**src/rtl/apb_req_arbiter.sv**
```systemverilog
// rtl/apb_req_arbiter.sv - two-requester round-robin arbiter driving a single APB master port

module apb_req_arbiter #(
    parameter int ADDR_W  = 32,
    parameter int DATA_W  = 32,
    parameter int TIMEOUT = 16
) (
    input  logic                clk,
    input  logic                resetn,
    input  logic [1:0]          req,
    input  logic [2*ADDR_W-1:0] req_addr,
    input  logic [1:0]          req_write,
    input  logic [2*DATA_W-1:0] req_wdata,
    output logic [1:0]          done,
    output logic [DATA_W-1:0]   rsp_rdata,
    output logic                rsp_slverr,
    output logic                timeout,
    output logic                psel,
    output logic                penable,
    output logic                pwrite,
    output logic [ADDR_W-1:0]   paddr,
    output logic [DATA_W-1:0]   pwdata,
    input  logic [DATA_W-1:0]   prdata,
    input  logic                pready,
    input  logic                pslverr
);

    localparam int CW = (TIMEOUT > 0) ? $clog2(TIMEOUT + 1) : 1;

    typedef enum logic [1:0] {IDLE, SETUP, ACCESS} state_t;

    state_t              state, state_n;
    logic                grant, grant_n;
    logic                last_grant, last_grant_n;
    logic [CW-1:0]       wait_cnt, wait_cnt_n;
    logic                psel_n, penable_n, pwrite_n;
    logic [ADDR_W-1:0]   paddr_n;
    logic [DATA_W-1:0]   pwdata_n;
    logic [1:0]          done_n;
    logic [DATA_W-1:0]   rsp_rdata_n;
    logic                rsp_slverr_n, timeout_n;
    logic [1:0]          elig;
    logic                win;
    logic                timeout_hit;

    // A requester completing this cycle still shows its stale req; mask it out.
    assign elig = req & ~done;
    assign win  = (elig == 2'b11) ? ~last_grant : elig[1];

    // Fires in the ACCESS cycle that would be the TIMEOUT-th one without pready.
    assign timeout_hit = (TIMEOUT != 0) && (wait_cnt == CW'(TIMEOUT - 1));

    always_comb begin
        state_n      = state;
        grant_n      = grant;
        last_grant_n = last_grant;
        wait_cnt_n   = wait_cnt;
        psel_n       = psel;
        penable_n    = penable;
        pwrite_n     = pwrite;
        paddr_n      = paddr;
        pwdata_n     = pwdata;
        done_n       = 2'b00;
        rsp_rdata_n  = '0;
        rsp_slverr_n = 1'b0;
        timeout_n    = 1'b0;
        case (state)
            IDLE: begin
                if (|elig) begin
                    grant_n      = win;
                    last_grant_n = win;
                    paddr_n      = win ? req_addr[2*ADDR_W-1:ADDR_W] : req_addr[ADDR_W-1:0];
                    pwdata_n     = win ? req_wdata[2*DATA_W-1:DATA_W] : req_wdata[DATA_W-1:0];
                    pwrite_n     = req_write[win];
                    psel_n       = 1'b1;
                    penable_n    = 1'b0;
                    wait_cnt_n   = '0;
                    state_n      = SETUP;
                end
            end
            SETUP: begin
                penable_n = 1'b1;
                state_n   = ACCESS;
            end
            ACCESS: begin
                if (pready) begin
                    state_n      = IDLE;
                    psel_n       = 1'b0;
                    penable_n    = 1'b0;
                    done_n       = grant ? 2'b10 : 2'b01;
                    rsp_rdata_n  = pwrite ? '0 : prdata;
                    rsp_slverr_n = pslverr;
                end else if (timeout_hit) begin
                    state_n      = IDLE;
                    psel_n       = 1'b0;
                    penable_n    = 1'b0;
                    done_n       = grant ? 2'b10 : 2'b01;
                    rsp_slverr_n = 1'b1;
                    timeout_n    = 1'b1;
                end else if (wait_cnt != '1) begin
                    wait_cnt_n = wait_cnt + 1'b1;
                end
            end
            default: state_n = IDLE;
        endcase
    end

    always_ff @(posedge clk) begin
        if (resetn) begin
            state      <= IDLE;
            grant      <= 1'b0;
            last_grant <= 1'b1;
            wait_cnt   <= '0;
            psel       <= 1'b0;
            penable    <= 1'b0;
            pwrite     <= 1'b0;
            paddr      <= '0;
            pwdata     <= '0;
            done       <= 2'b00;
            rsp_rdata  <= '0;
            rsp_slverr <= 1'b0;
            timeout    <= 1'b0;
        end else begin
            state      <= state_n;
            grant      <= grant_n;
            last_grant <= last_grant_n;
            wait_cnt   <= wait_cnt_n;
            psel       <= psel_n;
            penable    <= penable_n;
            pwrite     <= pwrite_n;
            paddr      <= paddr_n;
            pwdata     <= pwdata_n;
            done       <= done_n;
            rsp_rdata  <= rsp_rdata_n;
            rsp_slverr <= rsp_slverr_n;
            timeout    <= timeout_n;
        end
    end

endmodule

```
**config.mk**
```make
export PLATFORM = sky130hd
export DESIGN_NAME = apb_req_arbiter
export DESIGN_NICKNAME = d
export VERILOG_FILES = /design/src/rtl/apb_req_arbiter.sv
export SDC_FILE = /design/constraint.sdc
export NUM_CORES = 1
export LEC_CHECK = 0
export ABC_CLOCK_PERIOD_IN_PS = 2500
export BUFFER_PORTS_ARGS = -buffer_cell sky130_fd_sc_hd__buf_2
export CAP_MARGIN = 40
export CORE_MARGIN = 1.5
export CORE_UTILIZATION = 35
export CTS_BUF_LIST = sky130_fd_sc_hd__clkbuf_4 sky130_fd_sc_hd__clkbuf_8 sky130_fd_sc_hd__clkbuf_16
export DETAILED_ROUTE_END_ITERATION = 6
export PLACE_DENSITY_LB_ADDON = 0.2
export SLEW_MARGIN = 15
export SYNTH_ARGS = -nofsm -noshare
export SYNTH_HDL_FRONTEND = slang
export SYNTH_SLANG_ARGS = --single-unit
```
**constraint.sdc**
```tcl
create_clock -name clk -period 2.5 [get_ports clk]
set_input_delay 0.125 -clock clk [delete_from_list [all_inputs] [get_ports clk]]
set_output_delay 0.125 -clock clk [all_outputs]
set_load 0.03 [all_outputs]
```
Word level (Yosys, flattened, before mapping) --
Cells that the tools add are included.
Cells by class: multiplexer cells 25, reduce and logical (&&, ||, !) cells 12, eq/ne operators 10, $lt $le $gt $ge 1, add/sub/neg operators 1, bitwise operators 5
Operators by type and width (count):
- $mux 32 | 2
- $mux 5 | 4
- $mux 2 | 6
- $pmux 5 s2 | 1
- $mux 1 | 9
- $ne 2x2->1 const B | 4
- $pmux 2 s3 | 1
- $reduce_and 3->1 | 2
- $add 5x1->5 const B | 1
- $eq 5x4->1 const B | 1
- $ne 5x5->1 const B | 1
- $reduce_and 5->1 | 1
- $eq 2x2->1 const B | 2
- $reduce_and 2->1 | 2
- $reduce_or 2->1 | 2
- $reduce_or 4->1 | 1
- $ne 3x3->1 const B | 1
- $not 1->1 | 3
- $pmux 1 s3 | 1
- $reduce_bool 3->1 | 1
- $reduce_or 3->1 | 1
- $and 2x2->2 | 1
- $eq 2x1->1 const B | 1
- $logic_not 2->1 | 1
- other kinds (4) | 4
Word-level totals: register bits after elaboration 112, output and inout bits 103, logic and storage cells 67, input port bits 168

Depth between registers and ports, before layout --
depth after elaboration 6, gate-level depth with buffers 7, depth with buffers taken out 6

Worst setup path before layout --
Ideal clock, no wire load.
path type reg-to-reg, from reg wait_cnt[0], to reg wait_cnt[3], path buffers 1, cell stages (with the launch flop) 8, setup slack 336 ps, arrival time 2085 ps, cells stage by stage dfxtp_1 > ha_1 > and3_1 > ha_1 > or4_1 > buf_2 > or3_1 > a211oi_2
On the way: longest elaborated chain between the ends 5, elaborated cells between the ends (all ways) 10, those cells by class add/sub: 1; eq/ne: 4; mux: 4; reduce/logical: 1
RTL lines:
- start: declaration | RTL line 35 | logic [CW-1:0] wait_cnt, wait_cnt_n;
- start signal: assignment | RTL line 127 | wait_cnt <= wait_cnt_n;
- $add 5x1->5 | RTL line 101 | wait_cnt_n = wait_cnt + 1'b1;
- $mux 5 | RTL line 100 | end else if (wait_cnt != '1) begin
- $mux 5 | RTL line 93 | end else if (timeout_hit) begin
- $mux 5 | RTL line 86 | if (pready) begin
- $pmux 5 s2 | RTL line 67 | case (state)
Parallel ways exist; a longest one is shown, timed or not. The select of a mux whose other input is x is not followed. A chain may end at the register's enable or synchronous reset.

Final worst setup path --
Ends and elaborated chain as after synthesis.

==> impl_results.md <==
- Status: finished clean
- Final Hold Fails: 0
- Crit Path Class: register to register
- Required @ worst endpoint: 2.78 ns
- Number of global-route vias before repair: approximately 4.6k
- Setup violators final: 0
- H-tree Lvls: 3
- First-pass DRT Iterations: 4
- Vias per cell: 4.93
- Clk root buf: clkbuf_16
- Syn. warnings: 0
- Worst slew pin tran: between 0.6 and 0.7 ns
- Share of layout cells above drive strength 1: between 30% and 40%
- Tmin final: approximately 2.2 ns
- Crit path launch type: register
- Top Ports: around 270
- Async S/R FF share, synth: 0%
- Area delta synth->final: 56.6%
- Detailed Place HPWL: approximately 9.7 mm
- Synth top area share: 52.7%
- Post-CTS sizing: 0
- Rows: 40
- Net Count, Synth: slightly below 700
- Worst hold path cell count: 3
- Port Buf Inserts: 270
- Ranking of synthesized cells by area: dfxtp_1, a211oi_1, a21oi_1, nand2_1, nor2_1
- Clk slew on worst S/H paths: approximately 0.080 ns
- Post-synth EDFFs: 0
- Gr usage total: a little over a fifth
- Max Freq: around 450 MHz
- Remaining DRCs: 0
- Worst R2R Setup Slack: 0.26 ns
- Initial Utilization: 35.6%
- Max-cap violations: 0
- Final RePlAce weighted congestion: approximately 0.79
- Post-synthesis cell type with the largest combined area: dfxtp_1
- Postcts setup bufs: 0
- Synth Register Bits: 112
- Clk Latency, worst-skew pair: 0.36 ns
- ANT nets after route: 0
- Vias: 4,753
- Cts bufs inserted: 9
- TritonCTS sink count: between 100 and 150
- Total grt overflow: 0
- Post-synthesis sequential area ratio: between 50% and 60%
- Chip height: approximately 110 um
- DRT iter0 DRCs: just under 400
- CTS max path bufs: 2
- RSZ-0062 raised after global routing: false
- Die X: about 110 um
- Leakage power: about 3.3 nW
- Post-synthesis cell count: approximately 510
- Post-Synthesis Cell Area: between 4000 and 5000 sq um
- Power per standard cell area: 708 nW/um^2
- Unique cell type count in the Yosys netlist: 28
- Setup TNS: 0 ns
- Synth cell count leaders: dfxtp_1, a21oi_1, nand2_1, nor2_1, a211oi_1
- Core area: approximately 12,000 sq um
- Crit-path max FO: 4
- Diodes inserted: 0
- Most frequent cell after synthesis: dfxtp_1
- Final period util: between 80% and 90%
- Slew Limit Fails: 0
- VDD IR max: ~0.32 mV
- Crit end category: register
- Syn Area/Cell: approximately 8.4 sq um
- Hold Crit Class: primary input to register
- First-pass GRT wire length: 22.5 mm
- NumNets Final: about 990
- Top_reg_cell synth: dfxtp_1
- Slew margin rel.: between 50 and 60%
- CTS tree: yes
- Setup Skew: about 0.0079 ns
- Data arrival time of the critical path: between 2 and 3 ns
- Hold slack: 0.00939 ns
- Die ar.: approximately 13,000 sq um
- FF-to-FF path depth: 6
- Drt wl/cell: 14.8 um
- WL final: 14.3 mm
- Largest net degree at the start of global routing: between 40 and 50
- Initial antenna violation count: 0
-- cell usage in the layout, fill, tap and decap left out, drive strengths merged, types with 3 or more instances in the layout --
cell type	count
dlygate4sd3	57
a211oi	69
inv	8
and2	32
o21ai	6
a21oi	72
nor2	72
nand2	72
nand2b	3
dfxtp	112
buf	282
ha	4
clkbuf	9
-- repair_timing --
| item | 4_1_cts | 5_1_grt |
|---|---|---|
| hold buffers | 57 | 0 |
| endpoints found under the setup margin | 0 | 0 |
| endpoints found under the hold margin | 57 | 0 |
-- metrics by stage --
| stage | instance area (sq um) | worst slack, ns | power, mW | utilization (%) | std cells |
|---|---|---|---|---|---|
| 3_3_place_gp | 5760 | 0.326 | 3.15 | 48.1 | 891 |
| 4_1_cts | 6670 | 0.278 | 4.76 | 55.7 | 965 |
| 3_5_place_dp | 5790 | 0.299 | 3.19 | 48.4 | 892 |
| 5_1_grt | 6670 | 0.172 | 4.95 | 55.7 | 965 |
| 6_report | 6670 | 0.264 | 4.72 | 55.7 | 965 |
| 2_1_floorplan | 4260 | 0.336 | 2.76 | - | 505 |
-- final timing paths --
check | to | startpoint
worst min-delay path | pwdata[29]$_SDFFE_PP0P_ | req_wdata[29]
worst max-delay path | wait_cnt[3]$_SDFFE_PP0P_ | wait_cnt[0]$_SDFFE_PP0P_
worst max register to register | wait_cnt[3]$_SDFFE_PP0P_ | wait_cnt[0]$_SDFFE_PP0P_
worst min register to register | done[1]$_SDFF_PP0_ | grant$_SDFFE_PP0P_
-- metal layers --
metal	GRT usage (%)	share of wire (%)	vias to the layer above
li1	-	-	2339
met1	26.0	41	2211
met2	38.1	51	179
met3	4.45	5.7	24
met4	10.3	2.3	0
met5	0	0	-
-- power breakdown --
part           internal (mW)  switching [mW]
clock network          0.799           0.705
logic                  0.444           0.757
registers               1.94          0.0780
-- cells by family (layout without fill, tap and decap cells) --
| group | Yosys count | in the layout | share of synthesized area [%] |
|---|---|---|---|
| buffers and inverters | 46 | 359 | 4.12 |
| flip-flops | 112 | 112 | 52.7 |
| AO/OA/AOI/OAI | 152 | 152 | 22.5 |
| AND/OR/NAND/NOR | 191 | 191 | 19.6 |
| adder cells (fa/ha/maj) | 4 | 4 | 1.18 |
-- sequential cells by signal (all words and copies together), names as in the netlist --
register	flops
done	2
grant	1
last_grant	1
paddr	32
penable	1
psel	1
pwdata	32
pwrite	1
rsp_rdata	32
rsp_slverr	1
state	2
timeout	1
wait_cnt	5
-- critical path: stages, from the launching register on --
cell	delay, ns
dfxtp_1	0.34
ha_1	0.22
and3_1	0.23
ha_1	0.18
or4_1	0.59
or3_1	0.39
a211oi_2	0.21
-- final cells by class --
| cell class | instances | area [sq um] |
|---|---|---|
| inverter | 4 | 15.0 |
| sequential | 112 | 2240 |
| clock inverter | 7 | 85.1 |
| fill | 1095 | 5300 |
| multi-input combinational | 347 | 1870 |
| tap | 147 | 184 |
| timing repair buffer | 339 | 2040 |
| clock buffer | 9 | 225 |
(Power assumes the default switching activity.)
